==> src/rtl/multisim_push_buffer.sv <==
// Elastic FIFO ahead of the multisim server push stage, with occupancy,
// high-watermark and back-pressure stall statistics.
module multisim_push_buffer #(
    parameter int unsigned DATA_WIDTH         = 64,
    parameter int unsigned DEPTH              = 8,
    parameter int unsigned ALMOST_FULL_THRESH = DEPTH - 2
) (
    input  logic                         clk,
    input  logic                         rst_n,
    input  logic                         in_vld,
    output logic                         in_rdy,
    input  logic [DATA_WIDTH-1:0]        in_data,
    output logic                         out_vld,
    input  logic                         out_rdy,
    output logic [DATA_WIDTH-1:0]        out_data,
    output logic [$clog2(DEPTH):0]       level,
    output logic                         almost_full,
    output logic [$clog2(DEPTH):0]       max_level,
    output logic [31:0]                  stall_cycles
);
    localparam int unsigned PTR_W = $clog2(DEPTH);
    localparam int unsigned LVL_W = PTR_W + 1;

    logic [DATA_WIDTH-1:0] mem_q [DEPTH];
    logic [PTR_W-1:0]      rd_ptr_q, rd_ptr_d;
    logic [PTR_W-1:0]      wr_ptr_q, wr_ptr_d;
    logic [LVL_W-1:0]      level_q, level_d;
    logic [LVL_W-1:0]      max_level_q, max_level_d;
    logic [31:0]           stall_q, stall_d;
    logic                  in_rdy_q, in_rdy_d;
    logic                  out_vld_q, out_vld_d;
    logic                  afull_q, afull_d;
    logic                  push_c, pop_c;

    assign push_c = in_vld && in_rdy_q;
    assign pop_c  = out_vld_q && out_rdy;

    // Flags are registered copies of the next level so no input reaches them combinationally
    always_comb begin
        rd_ptr_d    = rd_ptr_q;
        wr_ptr_d    = wr_ptr_q;
        level_d     = level_q;
        stall_d     = stall_q;
        if (push_c) begin
            wr_ptr_d = wr_ptr_q + PTR_W'(1);
        end
        if (pop_c) begin
            rd_ptr_d = rd_ptr_q + PTR_W'(1);
        end
        case ({push_c, pop_c})
            2'b10:   level_d = level_q + LVL_W'(1);
            2'b01:   level_d = level_q - LVL_W'(1);
            default: level_d = level_q;
        endcase
        max_level_d = (level_d > max_level_q) ? level_d : max_level_q;
        if (out_vld_q && !out_rdy && (stall_q != 32'hFFFF_FFFF)) begin
            stall_d = stall_q + 32'd1;
        end
        in_rdy_d  = (level_d != LVL_W'(DEPTH));
        out_vld_d = (level_d != LVL_W'(0));
        afull_d   = (level_d >= LVL_W'(ALMOST_FULL_THRESH));
    end

    always_ff @(posedge clk or negedge rst_n) begin
        if (!rst_n) begin
            rd_ptr_q    <= '0;
            wr_ptr_q    <= '0;
            level_q     <= '0;
            max_level_q <= '0;
            stall_q     <= '0;
            in_rdy_q    <= 1'b1;
            out_vld_q   <= 1'b0;
            afull_q     <= 1'b0;
        end else begin
            rd_ptr_q    <= rd_ptr_d;
            wr_ptr_q    <= wr_ptr_d;
            level_q     <= level_d;
            max_level_q <= max_level_d;
            stall_q     <= stall_d;
            in_rdy_q    <= in_rdy_d;
            out_vld_q   <= out_vld_d;
            afull_q     <= afull_d;
        end
    end

    // Storage is deliberately left out of reset
    always_ff @(posedge clk) begin
        if (push_c) begin
            mem_q[wr_ptr_q] <= in_data;
        end
    end

    assign in_rdy       = in_rdy_q;
    assign out_vld      = out_vld_q;
    assign almost_full  = afull_q;
    assign out_data     = mem_q[rd_ptr_q];
    assign level        = level_q;
    assign max_level    = max_level_q;
    assign stall_cycles = stall_q;

    a_level_bound: assert property (@(posedge clk) disable iff (!rst_n)
        level_q <= LVL_W'(DEPTH));
    a_no_pop_empty: assert property (@(posedge clk) disable iff (!rst_n)
        pop_c |-> (level_q != LVL_W'(0)));
    a_no_push_full: assert property (@(posedge clk) disable iff (!rst_n)
        push_c |-> (level_q != LVL_W'(DEPTH)));
    a_producer_hold: assert property (@(posedge clk) disable iff (!rst_n)
        (in_vld && !in_rdy_q) |=> (in_vld && $stable(in_data)));

endmodule

==> config.mk <==
export PLATFORM = sky130hd
export DESIGN_NAME = multisim_push_buffer
export DESIGN_NICKNAME = d
export VERILOG_FILES = /design/src/rtl/multisim_push_buffer.sv
export SDC_FILE = /design/constraint.sdc
export NUM_CORES = 1
export LEC_CHECK = 0
export ABC_CLOCK_PERIOD_IN_PS = 17100
export BUFFER_PORTS_ARGS = -buffer_cell sky130_fd_sc_hd__clkbuf_2
export CAP_MARGIN = 20
export CORE_ASPECT_RATIO = 1.75
export CORE_MARGIN = 5
export CORE_UTILIZATION = 30
export DETAILED_ROUTE_END_ITERATION = 7
export PLACE_DENSITY = 0.5
export SLEW_MARGIN = 25
export SYNTH_ARGS = -nofsm -noshare
export SYNTH_HDL_FRONTEND = slang
export SYNTH_SLANG_ARGS = --single-unit
==> constraint.sdc <==
create_clock -name clk -period 17.1 [get_ports clk]
set_input_delay 1.71 -clock clk [delete_from_list [all_inputs] [get_ports clk]]
set_output_delay 1.71 -clock clk [all_outputs]
set_load 0.005 [all_outputs]
==> results of run 1 <==
-- area by class of cell --
cell class | count | area share
multi-input cells | 370 | 0.193
diodes | 2 | 0.000195
well taps | 924 | 0.0451
inverters | 6 | 0.00107
flip-flops and latches | 561 | 0.649
repair buffers | 197 | 0.0417
clock buffers | 63 | 0.0541
clock inverters | 35 | 0.0165
-- worst paths after layout --
kind | endpoint | start | cells after the start | slack [ns]
min in group asynchronous | stall_cycles[18] | rst_n | 2 | 1.20
max reg2reg | max_level[0] | in_rdy | 12 | 13.61
max | out_data[63] | rd_ptr_q[0] | 5 | 12.00
min | stall_cycles[22] | stall_cycles[22] | 1 | 0.49
max in group asynchronous | rd_ptr_q[1] | rst_n | 2 | 15.39
min reg2reg | stall_cycles[22] | stall_cycles[22] | 1 | 0.49
-- power by group --
| part | switching (mW) | internal (mW) | leakage (nW) |
|---|---|---|---|
| Sequential | 0.105 | 1.73 | 5.28 |
| Clock | 0.516 | 0.705 | 0.878 |
| Combinational | 0.654 | 0.642 | 2.47 |
-- kinds of logic (layout without fill, tap and decap cells) --
logic type / after synthesis / in the layout / share of synthesized area
flip-flops: 561 / 561 / 0.766
multiplexers: 202 / 202 / 0.171
AND/OR/NAND/NOR: 107 / 107 / 0.0280
other: 0 / 2 / 0
buffers and inverters: 42 / 301 / 0.00895
AO/OA/AOI/OAI: 17 / 17 / 0.00583
adder cells (fa/ha/maj): 8 / 8 / 0.00462
XOR/XNOR: 36 / 36 / 0.0152
-- cell usage after synthesis (2+ instances only) --
cell | n | area [µm²]
o21ai_0 | 3 | 15.0
nor2_1 | 17 | 63.8
nand4_1 | 7 | 43.8
mux2i_1 | 2 | 20.0
dfrtp_1 | 48 | 1200
a21oi_1 | 4 | 20.0
nand3_1 | 14 | 70.1
mux4_2 | 128 | 2880
nand2b_1 | 5 | 31.3
buf_2 | 12 | 60.1
and3_1 | 7 | 43.8
mux2_1 | 3 | 33.8
inv_1 | 5 | 18.8
xor2_2 | 2 | 32.5
clkbuf_1 | 19 | 71.3
nand2_1 | 29 | 109
xor2_1 | 13 | 114
and2_1 | 4 | 25.0
o21a_1 | 2 | 15.0
and2b_2 | 2 | 17.5
and4_1 | 2 | 17.5
xnor2_1 | 21 | 184
ha_1 | 8 | 100
edfxtp_1 | 512 | 15400
buf_1 | 4 | 15.0
nor3_1 | 6 | 30.0
mux2_2 | 68 | 766
nor2b_1 | 2 | 12.5
-- cell usage in the layout, fill, tap and decap left out, types with 6 or more instances in the layout --
| cell | instances |
|---|---|
| and3_1 | 7 |
| clkbuf_16 | 54 |
| buf_4 | 21 |
| clkbuf_2 | 174 |
| mux4_2 | 128 |
| bufinv_16 | 8 |
| clkinv_2 | 9 |
| nand2_1 | 29 |
| xnor2_1 | 21 |
| clkinv_1 | 9 |
| nand4_1 | 7 |
| xor2_1 | 13 |
| nand3_1 | 14 |
| nor2_1 | 11 |
| clkbuf_1 | 9 |
| mux2_2 | 68 |
| nor2_4 | 6 |
| dfrtp_1 | 45 |
| edfxtp_1 | 512 |
| ha_1 | 8 |
-- metal layers --
layer	routed length (µm)	share of wire	vias up	GRT usage
met5	70	0.0015	-	0
met4	1040	0.022	10	0.0334
met3	2970	0.062	81	0.0344
met2	25200	0.52	208	0.226
met1	18900	0.39	5334	0.144
li1	-	-	4445	-
-- registers in the layout, summed over array words and instances (netlist names) --
name          count
level             4
rd_ptr_q          3
wr_ptr_q          3
stall_cycles     32
mem_q           512
almost_full       1
in_rdy            1
out_vld           1
max_level         4
-- metrics by stage --
stage | area [µm²] | std cells
after global placement | 23800 | 2057
after floorplan | 21700 | 973
after detailed placement | 23800 | 2057
final | 25600 | 2158
after global routing | 25600 | 2156
after CTS | 25600 | 2155
==> flow_summary.ini, run 1 <==
[cts]
h-tree-depth = 2
clk_pin_slew_ns = 0.07
clk_latency_ns = 0.61
post_cts_buffers = 0
cts_tree = done
numCtsBuffers = 54
cts.sinks = 561
cts_hold_buf = 0
cts_resized = 0
root_buffer = clkbuf_16
clockBufferDepth = 3

[sta]
max_freq_mhz = 196
post-route-period-util = 0.298
max_slew_margin = 0.385
hold_viol_final = 0
fin_skew_ns = 0.0171
worst_pin_slew_ns = 0.923
tns_ns = 0
drv_slew = 0
fin_crit_ns = 5.10
setup_viol = 0
rsz0062_at_grt = no
whs_ns = 0.492
fin_ws_ns = 12.00

[die]
die_h_um = 366
die_area_um2 = 77900
initial_core_util = 0.302
io_pins = 175
die_x_um = 213
fp-row-count = 130
core-area_um2 = 71700

[pwr]
power_density_nw_per_um2 = 170
total_power_mw = 4.35
peakVddDrop_v = 0.000122
p_leak_nw = 8.62

[worst_setup_path]
cp_slowest_cell = buf_4
cp_max_fo = 42
cp-end-kind = primary output
cp_data_required_time_ns = 15.39
path_delay_family = buffers and inverters
cp_slowest_stage_delay_ns = 0.74
cp.buffers_inverters = 3
path_class = reg2out
worstPathCellList = buf_16, buf_4, mux4_2, mux2_2, clkbuf_2
crit_arrival_ns = 3.39
crit_path_start_kind = flop

[place]
port-buffer-count = 174
dp_hpwl_mm = 27.4
pre_cts_slack_ns = 12.17
gp_congestion = 0.743

[yosys]
synth-edff-count = 512
synth_warnings = 0
ys_types = 52
syn_area_per_cell_um2 = 22.3
synth-main-ff-cell = edfxtp_1
syn_inst = 973
ys_seq_area_frac = 0.766
syn_nets = 1049
netlist_area_um2 = 21700
async_reset_ff_frac = 0.0873
ys_ff_latch = 561

[drt]
vias = 10100
drc = 0
vias_per_cell = 4.67
drt_iter0_drc = 509
drt_wl_total_mm = 48.2
detail-route-antenna-nets = 0
wl_per_cell_um = 22.3
first_pass_iters = 4

[cells_and_area]
drive_above_1_share = 0.407
utilization = 0.357
multi_input_area_um2 = 4930
seq_area_um2 = 16600
finalNetCount = 1266
nFillCells = 6651
area_delta_synth_final_pct = 18.2

[grt]
grt_pass1_wl_mm = 72.7
overflow = 0
antenna_found_initial = 7
grt_max_degree = 59
track_usage = 0.124
grt_pass1_vias = 11500

[hold_path]
worstHoldPathType = reg2reg

[outcome]
outcome = finished, final reports clean

[run]
drv_cap = 0
Note: power is estimated with default switching activity, not from simulation.
==> run 2: changes to the inputs <==
--- a/config.mk
+++ b/config.mk
@@ -5,7 +5,8 @@
 export SDC_FILE = /design/constraint.sdc
 export NUM_CORES = 1
 export LEC_CHECK = 0
-export ABC_CLOCK_PERIOD_IN_PS = 17100
+export ABC_AREA = 1
+export ABC_CLOCK_PERIOD_IN_PS = 5200
 export BUFFER_PORTS_ARGS = -buffer_cell sky130_fd_sc_hd__clkbuf_2
 export CAP_MARGIN = 20
 export CORE_ASPECT_RATIO = 1.75
==> constraint.sdc (replaced) <==
create_clock -name clk -period 5.2 [get_ports clk]
set_input_delay 0.52 -clock clk [delete_from_list [all_inputs] [get_ports clk]]
set_output_delay 0.52 -clock clk [all_outputs]
set_load 0.005 [all_outputs]
==> run 2 against run 1 <==
  * Worst hold slack got worse by 0.30 ns
  * Sequential power grew to 3.2 times the previous value
  * Combinational power grew to 3.8 times the previous value
  * Non-clock buffer count grew 3
  * Clock skew grew 0.0063 ns
  * First-iteration DRC count grew 71%
  * Die area up 2.9%
  * Clock power rose to 3.3 times the previous value
  * Total power grew to 3.4 times the previous value
  * Routed wire length increased by 20%
  * Synthesized cell count up 83%
  * Global-route usage is 1.6 points higher
  * Largest cell class unchanged
==> flow_summary.ini, run 2 <==
[outcome]
outcome = finished, final reports clean

[yosys]
ys_types = 35
synth.top_cell.area_share = 0.689
syn_area_per_cell_um2 = 12.6
syn_inst = 1777
synth-main-ff-cell = edfxtp_1
synth_largest_area_cell = edfxtp_1
synth-edff-count = 512
synth.top_cells.by_area = edfxtp_1, nor2_1, o21ai_0
ys_seq_area_frac = 0.744
syn_nets = 1853
yosys.cell_count.top_type = edfxtp_1
netlist_area_um2 = 22300
ys_top_cells_by_count = edfxtp_1, nor2_1, o21ai_0, nand2_1
async_reset_ff_frac = 0.0873
synth_warnings = 0
ys_ff_latch = 561

[cells_and_area]
finalNetCount = 2010
final_cell_mix = edfxtp_1, nor2_1, o21ai_0, clkbuf_2, nand2_1
final_cells = 2919
nFillCells = 7182
regMostFlops = mem_q
layout_commonest_cell = edfxtp_1
seq_area_um2 = 16600
drive_above_1_share = 0.164
final_area_um2 = 26100
largest_register_ffs = 512
multi_input_area_um2 = 5170
area_delta_synth_final_pct = 16.8

[grt]
track_usage = 0.140
grt_pass1_wl_mm = 87.4
grt_pass1_vias = 14400
overflow = 0
antenna_found_initial = 5
grt_max_degree = 193

[cts]
cts_resized = 0
post_cts_buffers = 0
clk_latency_ns = 0.61
clockBufferDepth = 3
h-tree-depth = 2
numCtsBuffers = 55
clk_pin_slew_ns = 0.06
root_buffer = clkbuf_16
cts_tree = done
cts.sinks = 561

[die]
die_area_um2 = 80200
die_x_um = 216
fp-row-count = 132
initial_core_util = 0.302
die_h_um = 371
core-area_um2 = 74000
io_pins = 175

[pwr]
power.internal_mw = 9.49
peakVddDrop_v = 0.000403
p_switching_mw = 5.37
p_leak_nw = 9.09
power_density_nw_per_um2 = 570
p_sw_frac = 0.361
power.share.clock = 0.269
p_comb_frac = 0.331
seqPwrFrac = 0.400
total_power_mw = 14.9

[sta]
worst_pin_slew_ns = 0.951
fin_skew_ns = 0.0234
max_slew_margin = 0.366
tns_ns = 0
rsz0062_at_grt = no
setup_viol = 0
post-route-period-util = 0.776
max_freq_mhz = 248
drv_slew = 0
fin_crit_ns = 4.04
hold_viol_final = 0

[hold_path]
worstHoldPathType = in2reg

[drt]
drt_iter0_drc = 871
vias_per_cell = 4.89
detail-route-antenna-nets = 0
vias = 14300
drc = 0
drt_wl_total_mm = 57.8
first_pass_iters = 5
wl_per_cell_um = 19.8

[place]
place_inst = 2814
placedInstanceArea_um2 = 24300
gp_congestion = 0.798
port-buffer-count = 174
dp_hpwl_mm = 33.0

[worst_setup_path]
cp_data_required_time_ns = 4.68
cp_slowest_stage_delay_ns = 0.77
crit_arrival_ns = 3.52
cp_slowest_cell = dfrtp_4
path_delay_family = buffers and inverters
cp.buffers_inverters = 3
cp-end-kind = primary output
path_class = reg2out
crit_path_start_kind = flop
worstPathCellList = inv_6, buf_12, o21ai_0, o22ai_1, nor2_1, a31oi_1, clkbuf_2
cp_max_fo = 111

[run]
drv_cap = 0
## run 2: area by class of cell
cell class | count | share of cell area
Clock inverter | 29 | 0.0120
Inverter | 45 | 0.00691
Antenna cell | 3 | 0.000288
Clock buffer | 72 | 0.0569
Sequential cell | 561 | 0.637
Multi-Input combinational cell | 1071 | 0.198
Timing Repair Buffer | 200 | 0.0434
Tap cell | 938 | 0.0450
## run 2: worst paths after layout
path	start	cells after the start	endpoint	slack, ns
min	in_data[31]	1	mem_q[1][31]	0.20
min reg2reg	stall_cycles[25]	1	stall_cycles[25]	0.51
min in group asynchronous	rst_n	2	stall_cycles[29]	0.45
max	rd_ptr_q[0]	7	out_data[36]	1.16
max reg2reg	in_rdy	12	max_level[0]	2.36
max in group asynchronous	rst_n	3	rd_ptr_q[0]	3.91
## run 2: cell families (layout without fill, tap and decap cells)
group | after synthesis | count (layout) | share of synthesized area
adder cells (fa/ha/maj) | 8 | 8 | 0.00448
AND/OR/NAND/NOR | 639 | 639 | 0.117
other | 0 | 3 | 0
buffers and inverters | 145 | 346 | 0.0271
AO/OA/AOI/OAI | 391 | 391 | 0.0949
XOR/XNOR | 33 | 33 | 0.0129
flip-flops | 561 | 561 | 0.744
## run 2: timing repair
action                                 4_1_cts  5_1_grt
setup endpoints to repair                    0        0
hold buffers                                 1        0
endpoints found under the hold margin       22        0
## run 2: metrics by stage
step / util / worst slack, ns / hold slack [ns]
floorplan: - / 1.02 / 0.224
global placement: 0.328 / 1.74 / 0.495
detailed placement: 0.328 / 1.76 / 0.497
CTS: 0.352 / 1.06 / 0.145
global route: 0.352 / 0.865 / 0.164
finish: 0.352 / 1.16 / 0.195
## run 2: power by group through the flow
stage	combinational, mW	clock [mW]	sequential [mW]
finish	4.91	4.00	5.94
floorplan	3.06	0	5.96
global placement	4.99	0	6.02
CTS	5.06	4.13	5.95
global route	5.54	4.30	6.00
detailed placement	5.04	0	6.04
## run 2: routing by layer
layer	vias up	wire, µm	GRT usage
li1	6688	-	-
met1	7179	23600	0.165
met2	310	30000	0.256
met3	97	2320	0.0240
met4	4	1840	0.0504
met5	-	22	0
==> run 3: changes to the inputs <==
--- a/config.mk
+++ b/config.mk
@@ -5,15 +5,15 @@
 export SDC_FILE = /design/constraint.sdc
 export NUM_CORES = 1
 export LEC_CHECK = 0
-export ABC_AREA = 1
-export ABC_CLOCK_PERIOD_IN_PS = 5200
+export ABC_AREA = 0
+export ABC_CLOCK_PERIOD_IN_PS = 3600
 export BUFFER_PORTS_ARGS = -buffer_cell sky130_fd_sc_hd__clkbuf_2
 export CAP_MARGIN = 20
 export CORE_ASPECT_RATIO = 1.75
 export CORE_MARGIN = 5
 export CORE_UTILIZATION = 30
 export DETAILED_ROUTE_END_ITERATION = 7
-export PLACE_DENSITY = 0.5
+export PLACE_DENSITY = 0.51
 export SLEW_MARGIN = 25
 export SYNTH_ARGS = -nofsm -noshare
 export SYNTH_HDL_FRONTEND = slang
==> constraint.sdc (replaced) <==
create_clock -name clk -period 3.6 [get_ports clk]
set_input_delay 0.36 -clock clk [delete_from_list [all_inputs] [get_ports clk]]
set_output_delay 0.36 -clock clk [all_outputs]
set_load 0.005 [all_outputs]
==> run 3 against run 2 <==
  * Core utilization up 1.1 points
  * Critical path type is now reg2reg
  * Worst hold slack worse by 0.16 ns
  * Routed wire length down 17%
  * First-iteration DRC count down 46%
  * Cell count down 25%
  * Final area about the same
  * Sequential power up 48%
  * Register-to-register slack worse by 2.2 ns
  * Die area down 2.8%
  * Largest power group unchanged
  * Count of clock-buffer cells in the layout down 6
==> flow_summary.ini, run 3 (synthesized netlist as in run 1, its figures left out) <==
[cells_and_area]
final_cell_mix = edfxtp_1, clkbuf_2, mux4_2, mux2_2, clkbuf_16
finalNetCount = 1306
regMostFlops = mem_q
layout_commonest_cell = edfxtp_1
final_cells = 2199
final_area_um2 = 26000
largest_register_ffs = 512
area_delta_synth_final_pct = 20.2
drive_above_1_share = 0.401
utilization = 0.363

[pwr]
peakVddDrop_v = 0.000619
total_power_mw = 20.8
p_sw_frac = 0.296
p_leak_nw = 8.79
p_switching_mw = 6.17
seqPwrFrac = 0.423
p_comb_frac = 0.306
power.internal_mw = 14.7
power_density_nw_per_um2 = 800
power.share.clock = 0.271

[sta]
hold_viol_final = 0
worst_pin_slew_ns = 0.829
tns_ns = 0
whs_ns = 0.0377
fin_ws_ns = 0.116
max_freq_mhz = 287
drv_slew = 0
post-route-period-util = 0.968
fin_crit_ns = 3.48
max_slew_margin = 0.447
fin_skew_ns = 0.0186
setup_viol = 0

[place]
port-buffer-count = 174
gp_congestion = 0.731
dp_hpwl_mm = 27.3
place_inst = 2065
placedInstanceArea_um2 = 24000
pre_cts_slack_ns = 0.0149

[cts]
cts_tree = done
clk_pin_slew_ns = 0.07
h-tree-depth = 2
clockBufferDepth = 3
cts.sinks = 561
root_buffer = clkbuf_16
numCtsBuffers = 53
clk_latency_ns = 0.60

[hold_path]
worstHoldPathType = in2reg

[die]
io_pins = 175
core-area_um2 = 71700
initial_core_util = 0.302
die_h_um = 366
die_x_um = 213
fp-row-count = 130
die_area_um2 = 77900

[worst_setup_path]
cp.buffers_inverters = 1
cp_slowest_cell = dfstp_2
worstPathCellList = and2_4, inv_6, ha_1, or3b_1, a41oi_2, xor2_2, ha_1, and2b_1, a22o_1, a211oi_2, mux2i_2, mux2_1
cp_slowest_stage_delay_ns = 0.53
cp_max_fo = 8
critPathMostFrequentCell = ha_1
path_class = reg2reg
crit_path_start_kind = flop
crit_arrival_ns = 3.97
cp_data_required_time_ns = 4.09
path_delay_family = simple AND/OR/NAND/NOR gates
cp-end-kind = flop

[grt]
grt_pass1_vias = 11700
overflow = 0
antenna_found_initial = 6
grt_pass1_wl_mm = 72.9
track_usage = 0.125
grt_max_degree = 47

[run]
drv_cap = 0

[drt]
first_pass_iters = 4
drt_iter0_drc = 470
drt_wl_total_mm = 48.1
drc = 0
vias_per_cell = 4.67
wl_per_cell_um = 21.9
detail-route-antenna-nets = 0
vias = 10300

[outcome]
outcome = finished, final reports clean
==> run 3: power by group through the flow <==
stage	combinational, mW	sequential [mW]	clock, mW
6_report	6.37	8.81	5.65
5_1_grt	6.98	8.93	6.12
4_1_cts	6.60	8.85	5.87
3_5_place_dp	6.55	8.99	0
3_3_place_gp	6.52	8.93	0
2_1_floorplan	4.19	8.66	0
==> run 3: timing repair <==
| action | 4_1_cts | 5_1_grt |
|---|---|---|
| setup buffers | 0 | 1 |
| hold buffers | 33 | 0 |
| endpoints found under the setup margin | 0 | 3 |
| endpoints found under the hold margin | 255 | 0 |
| resized for setup | 0 | 1 |
==> run 3: worst paths after layout <==
kind	depth (start not counted)	endpoint	startpoint	slack (ns)
worst max-delay path	12	max_level[0]	in_rdy	0.12
min in group asynchronous	2	stall_cycles[31]	rst_n	0.35
worst min-delay path	1	mem_q[2][43]	in_data[43]	0.04
worst min register to register	1	stall_cycles[22]	stall_cycles[22]	0.50
max in group asynchronous	3	in_rdy	rst_n	2.49
worst max register to register	12	max_level[0]	in_rdy	0.12
==> run 3: cell type report <==
type                    instances  area [µm²]
flip-flops and latches        561       16600
clock buffers                  66        1400
fillers                      6631       45700
repair buffers                238        1550
diodes                          4        10.0
multi-input cells             370        4950
clock inverters                30         348
well taps                     924        1160
inverters                       6        27.5
==> run 3: per-layer routing <==
layer,wire [µm],track usage,vias up
met1,19600,0.151,5463
met4,1240,0.0373,4
met3,2360,0.0303,68
met5,25,0,-
met2,24900,0.221,205
li1,-,-,4539
